## src/rtl/pipe_stage_elastic.sv

```systemverilog
// Elastic pipeline-stage register: an in-order circular buffer of DEPTH entries
// carrying an opaque payload, with back-pressure, synchronous flush and bubble zeroing.
module pipe_stage_elastic #(
  parameter int WIDTH       = 224,
  parameter int DEPTH       = 2,
  parameter bit BUBBLE_ZERO = 1'b1
) (
  input  logic                         clk,
  input  logic                         reset,
  input  logic                         flush,
  input  logic                         in_valid,
  output logic                         in_ready,
  input  logic [WIDTH-1:0]             in_data,
  output logic                         out_valid,
  input  logic                         out_ready,
  output logic [WIDTH-1:0]             out_data,
  output logic [$clog2(DEPTH+1)-1:0]   count
);

  // Handshake: a beat moves on a port in any cycle where valid and ready are
  // both high at the rising edge; valid never waits for ready, and a flush in
  // that cycle cancels both the push and the pop.

  localparam int CW = $clog2(DEPTH + 1);
  localparam int PW = (DEPTH > 1) ? $clog2(DEPTH) : 1;
  localparam logic [PW-1:0] LAST = PW'(DEPTH - 1);
  localparam logic [CW-1:0] FULL = CW'(DEPTH);

  logic [WIDTH-1:0] mem [DEPTH];
  logic [PW-1:0]    wr_ptr;
  logic [PW-1:0]    rd_ptr;
  logic [CW-1:0]    count_q;
  logic [WIDTH-1:0] head;
  logic             push;
  logic             pop;

  // Explicit wrap so non-power-of-two depths stay within the array.
  function automatic logic [PW-1:0] ptr_inc(input logic [PW-1:0] p);
    return (p == LAST) ? '0 : p + PW'(1);
  endfunction

  assign out_valid = (count_q != '0);
  assign count     = count_q;
  assign head      = mem[rd_ptr];

  generate
    if (DEPTH == 1) begin : g_single
      // Single register: refill in the same cycle the held beat leaves.
      assign in_ready = !out_valid | out_ready;
    end else begin : g_multi
      // Purely registered ready; no path from out_ready.
      assign in_ready = (count_q < FULL);
    end
  endgenerate

  assign push = in_valid & in_ready & ~flush;
  assign pop  = out_valid & out_ready & ~flush;

  generate
    if (BUBBLE_ZERO) begin : g_bubble_zero
      assign out_data = out_valid ? head : '0;
    end else begin : g_bubble_hold
      assign out_data = head;
    end
  endgenerate

  always_ff @(posedge clk or posedge reset) begin
    if (reset) begin
      wr_ptr  <= '0;
      rd_ptr  <= '0;
      count_q <= '0;
      for (int i = 0; i < DEPTH; i++) begin
        mem[i] <= '0;
      end
    end else if (flush) begin
      wr_ptr  <= '0;
      rd_ptr  <= '0;
      count_q <= '0;
    end else begin
      if (push) begin
        mem[wr_ptr] <= in_data;
        wr_ptr      <= ptr_inc(wr_ptr);
      end
      if (pop) begin
        rd_ptr <= ptr_inc(rd_ptr);
      end
      case ({push, pop})
        2'b10:   count_q <= count_q + CW'(1);
        2'b01:   count_q <= count_q - CW'(1);
        default: count_q <= count_q;
      endcase
    end
  end

endmodule

```

## config.mk

```make
export PLATFORM = sky130hd
export DESIGN_NAME = pipe_stage_elastic
export DESIGN_NICKNAME = d
export VERILOG_FILES = /design/src/rtl/pipe_stage_elastic.sv
export SDC_FILE = /design/constraint.sdc
export NUM_CORES = 1
export LEC_CHECK = 0
export CAP_MARGIN = 20
export CORE_ASPECT_RATIO = 0.9
export CORE_MARGIN = 2
export CORE_UTILIZATION = 40
export CTS_CLUSTER_SIZE = 30
export DETAILED_ROUTE_END_ITERATION = 12
export DONT_BUFFER_PORTS = 1
export PLACE_DENSITY_LB_ADDON = 0.12
export SLEW_MARGIN = 25
export SYNTH_ARGS = -nofsm -noshare
export SYNTH_HDL_FRONTEND = slang
export SYNTH_SLANG_ARGS = --single-unit
```

## constraint.sdc

```tcl
create_clock -name clk -period 24 [get_ports clk]
set_input_delay 3.6 -clock clk [delete_from_list [all_inputs] [get_ports clk]]
set_output_delay 3.6 -clock clk [all_outputs]
set_load 0.01 [all_outputs]
```

==> Word level (Yosys, flattened, before mapping) <==
Cells that the tools add are included.
{ "word_totals": {"regBits": 452, "in_bits": 229, "output_inout_bits": 228, "elab_cells": 43} }
{ "classes": {"addsub": 4, "order_cmp": 4, "n_eq_ne": 2, "n_mux": 15, "bitwise": 7, "n_reduce_logical": 6} }
{ "op_table": {"columns": ["op", "n"], "rows": [
  ["224-bit two-way mux", 5],
  ["448-bit bitwise mux", 1],
  ["224-bit demux with 1-bit select", 1],
  ["1-bit two-way mux", 6],
  ["2-bit nonzero test", 3],
  ["1-bit AND", 4],
  ["2-bit >= comparator, second input constant", 2],
  ["1-bit NOT with 2-bit output", 2],
  ["2-bit case mux with 2 select lines", 1],
  ["3-bit nonzero test", 1],
  ["1-bit adder, second input constant", 2],
  ["2-bit by 1-bit adder with 2-bit output, second input constant", 1],
  ["2-bit by 1-bit equality test with 1-bit output, second input constant", 1],
  ["2-bit equality test, second input constant", 1],
  ["2-bit by 1-bit less-than comparator with 1-bit output, second input constant", 1],
  ["2-bit less-than comparator, second input constant", 1],
  ["2-bit two-way mux", 1],
  ["2-bit AND reduction", 1],
  ["2-bit by 1-bit subtractor with 2-bit output, second input constant", 1],
  ["1-bit logical AND", 1],
  ["1-bit NOT", 1]
]} }

==> Logic depth before layout (Yosys ltp) <==
{ "depth": {"depth_word": 6, "mapped_depth": 6, "mapped_depth_nobuf": 3} }

==> Worst setup path after synthesis <==
Ideal clock, no wire load.
{ "synth_path": {"path_type": "register to output", "start": "register count_q[1] (netlist: count[1])", "end": "output port out_data[154]", "t_arrival_ns": 1.470, "required_ns": 20.400, "setup_slack_ns": 18.930, "stages_incl_launch_ff": 5, "cell_sequence": "dfrtp_1 nor2_1 clkbuf_1 buf_1 nor2_1"} }
{ "synth_via": {"elab_chain_cells": 2} }
{ "synth_lines": {"columns": ["item", "line", "text"], "rows": [
  ["start: declaration", "32", "logic [CW-1:0] count_q;"],
  ["start signal: assignment", "88", "2'b10: count_q <= count_q + CW'(1);"],
  ["start signal: assignment", "89", "2'b01: count_q <= count_q - CW'(1);"],
  ["start signal: assignment", "90", "default: count_q <= count_q;"],
  ["2-bit nonzero test", "42", "assign out_valid = (count_q != '0);"],
  ["224-bit two-way mux", "61", "assign out_data = out_valid ? head : '0;"],
  ["end: declaration", "16", "output logic [WIDTH-1:0] out_data,"]
]} }
Every way passes these cells.

==> Final worst setup path <==
{ "layout_path": {"start": "register rd_ptr", "end": "output port out_data[151]"} }
{ "layout_via": {"elab_chain_cells": 5} }
{ "layout_lines": {"columns": ["item", "line", "text"], "rows": [
  ["start: declaration", "31", "logic [PW-1:0] rd_ptr;"],
  ["start signal: assignment", "85", "rd_ptr <= ptr_inc(rd_ptr);"],
  ["1-bit NOT with 2-bit output (implied by the code)", "44", "assign head = mem[rd_ptr];"],
  ["224-bit two-way mux (implied by the code) (3 in series)", "44", null],
  ["224-bit two-way mux", "61", null]
]} }
Every way passes these cells. The select of a mux whose other input is x is not followed.

==> impl_metrics.json <==
{
  "reg2reg_to": "mem[158]$_DFFE_PP0P_",
  "sequentialPowerShare_pct": 48.1,
  "drc": 0,
  "combPwrFrac_pct": 19.1,
  "pre_cts_slack_ns": 17.76,
  "total_power_uw": 2250,
  "drtPass1Iterations": 4,
  "worstPathArrival_ns": 3.19,
  "cts-resized-gates": 0,
  "htree_levels": 2,
  "cts_tree": "done",
  "period_share_pct": 28.3,
  "multi_input_area_mm2": 0.00826,
  "whs_path_depth": 1,
  "synth_edf_count": 0,
  "path_max_fanout": 120,
  "die_w_um": 240,
  "cts_setup_buffers": 0,
  "async_flop_share_pct": 100,
  "io_buffers": 0,
  "netlist_area_mm2": 0.0201,
  "synth_adder_area_share_pct": 0,
  "numCtsBuffers": 49,
  "powerDensity_mw_per_mm2": 101,
  "grt_usage_pct": 18.1,
  "synth_area_leaders": "dfrtp_1, mux2_2, mux2i_1, nor2_1, mux2_1",
  "drtIter0Drc": 523,
  "synth.avg_cell_area_um2": 13.7,
  "r2r.worst_path.cells": 5,
  "design_area_mm2": 0.0222,
  "hold_end": "mem[381]$_DFFE_PP0P_",
  "cp.required_ns": 20.40,
  "maxSlewHeadroom_pct": 23.8,
  "hold_violations": 0,
  "gp_congestion": 0.753,
  "postRouteWirelength_um": 48000,
  "fin_setup_tns_ns": 0,
  "dpl.hpwl_um": 31900,
  "status": "complete, no violations",
  "yosys.area_share.simple_pct": 4.51,
  "drive_above_1_share_pct": 34.7,
  "critPathCaptureType": "primary output",
  "maxSlewViolCount": 0,
  "ant_nets": 0,
  "synth_nets": 1694,
  "min_from": "mem[381]$_DFFE_PP0P_",
  "drv_cap": 0,
  "p_leak_uw": 0.00897,
  "clkPwrFrac_pct": 32.8,
  "synth_top_area_share_pct": 56.3,
  "ctsHoldBuffers": 0,
  "fin_crit_ns": 6.79,
  "worst_slack_ns": 17.21,
  "switching_share_pct": 27.0,
  "grt_antenna_before_repair": 0,
  "num_rows": 77,
  "dieHeight_um": 217,
  "final_cell_mix": "dfrtp_1, mux2_2, nor2_1",
  "synth_cells": 1465,
  "cts_sinks": 452,
  "reg2reg_from": "count[1]$_DFFE_PP0P_",
  "start_kind": "flip-flop",
  "rsz0062_at_grt": "no",
  "clock_latency_ns": 0.58,
  "synth-warning-count": 0,
  "clockBufferDepth": 3,
  "r2r_setup_slack_ns": 20.88,
  "tightest_slew_ns": 1.14,
  "coreArea_mm2": 0.0494,
  "grt_pass1_vias": 11776,
  "grt_overflow": 0,
  "max_freq_ghz": 0.147,
  "finalClockSkew_ns": 0.0234,
  "antenna_cells": 0,
  "setup_viol_count_final": 0,
  "p_switching_uw": 608,
  "vias_per_cell": 5.23,
  "synthMuxAreaShare_pct": 36.3,
  "dieArea_mm2": 0.0521,
  "synth_compound_area_share_pct": 0.118,
  "io_pins": 457,
  "ir_worst_vdd_v": 0.0000580,
  "grt_first_pass_wirelength_um": 72300,
  "worstSetupPathType": "flip-flop to primary output",
  "seq_area_mm2": 0.0113,
  "dpl_cell_area_mm2": 0.0206,
  "ys_ff_latch": 452,
  "hp-class": "flip-flop to flip-flop",
  "yosysUniqueCellTypes": 19,
  "synth_top_family_by_area": "multiplexers",
  "wl_per_cell_um": 22.4,
  "vias": 11219,
  "grt_max_degree": 173,
  "start_util_pct": 40.7,
  "num-nets-final": 1664,
  "fillers": 4484,
  "p_int_uw": 1640,
  "clk_pin_slew_worst_paths_ns": 0.06,
  "final_common_cell": "dfrtp_1",
  "cts_root_buf": "clkbuf_16",
  "yosys.area.top_type": "dfrtp_1",
  "synthXorXnorAreaFrac_pct": 0.0871,
  "areaGrowthSynthToFinish_pct": 10.5,
  "ys_seq_area_share_pct": 56.3,
  "ys.flop_type": "dfrtp_1"
}
==> how the worst max path moves through the flow <==
| stage | start | endpoint | slack, ns |
|---|---|---|---|
| 2_1_floorplan | reset | count[0]$_DFFE_PP0P_ | 7.80 |
| 3_3_place_gp | rd_ptr$_DFFE_PP0P_ | out_data[106] | 17.71 |
| 3_5_place_dp | reset | mem[201]$_DFFE_PP0P_ | 17.76 |
| 4_1_cts | rd_ptr$_DFFE_PP0P_ | out_data[117] | 17.26 |
| 5_1_grt | rd_ptr$_DFFE_PP0P_ | out_data[151] | 17.14 |
| 6_report | rd_ptr$_DFFE_PP0P_ | out_data[151] | 17.21 |
==> layer usage <==
layer / global-route usage [%] / vias to the layer above / routed length (µm)
met5: 0 / - / 0
met4: 5.73 / 0 / 1160
met3: 6.84 / 67 / 4140
met2: 29.4 / 273 / 23000
met1: 22.4 / 5847 / 19600
li1: - / 5032 / -
==> Yosys cell counts (2+ instances only) <==
| cell | count |
|---|---|
| nor2b_1 | 2 |
| buf_2 | 48 |
| xor2_1 | 2 |
| buf_4 | 18 |
| o21ai_0 | 2 |
| dfrtp_1 | 452 |
| buf_6 | 6 |
| inv_1 | 3 |
| buf_1 | 4 |
| mux2_1 | 31 |
| nor2_1 | 228 |
| mux2_2 | 418 |
| mux2i_1 | 224 |
| clkbuf_1 | 22 |
==> cell type report <==
type / instances / share of cell area [%]
sequential: 452 / 50.9
multi-input combinational: 912 / 37.2
clock buffer: 83 / 6.77
tap: 671 / 3.78
timing repair buffer: 17 / 0.845
clock inverter: 6 / 0.405
inverter: 3 / 0.107
==> per-stage QoR <==
stage	utilization [%]	hold slack, ns	instances
after floorplan	-	0.457	1465
after global placement	41.6	0.466	2054
after detailed placement	41.6	0.476	2054
after CTS	44.9	0.489	2143
after global routing	45.0	0.492	2144
final	45.0	0.483	2144
==> kinds of logic (layout without fill, tap and decap cells) <==
group           after synthesis  in the layout
flops                       452            452
compound gates                4              4
buf+inv                     101            109
mux                         673            673
xor+xnor                      2              2
simple gates                233            233
==> flip-flops by register name (all words and copies together), names as in the netlist <==
name    cells
mem       448
rd_ptr      1
wr_ptr      1
count       2
==> power by group through the flow <==
stage / combinational, µW / clock (µW) / sequential [µW]
final: 431 / 738 / 1080
after global routing: 472 / 799 / 1110
after CTS: 440 / 763 / 1090
after detailed placement: 440 / 0 / 1100
after global placement: 428 / 0 / 1090
after floorplan: 364 / 0 / 1070
==> worst max-delay path: stages, from the launching register on <==
cell and delay [ns]:
dfrtp_4 1.02, buf_12 0.62, mux2i_1 0.33, nor2_1 0.26
Power figures use the tool's default switching activity.
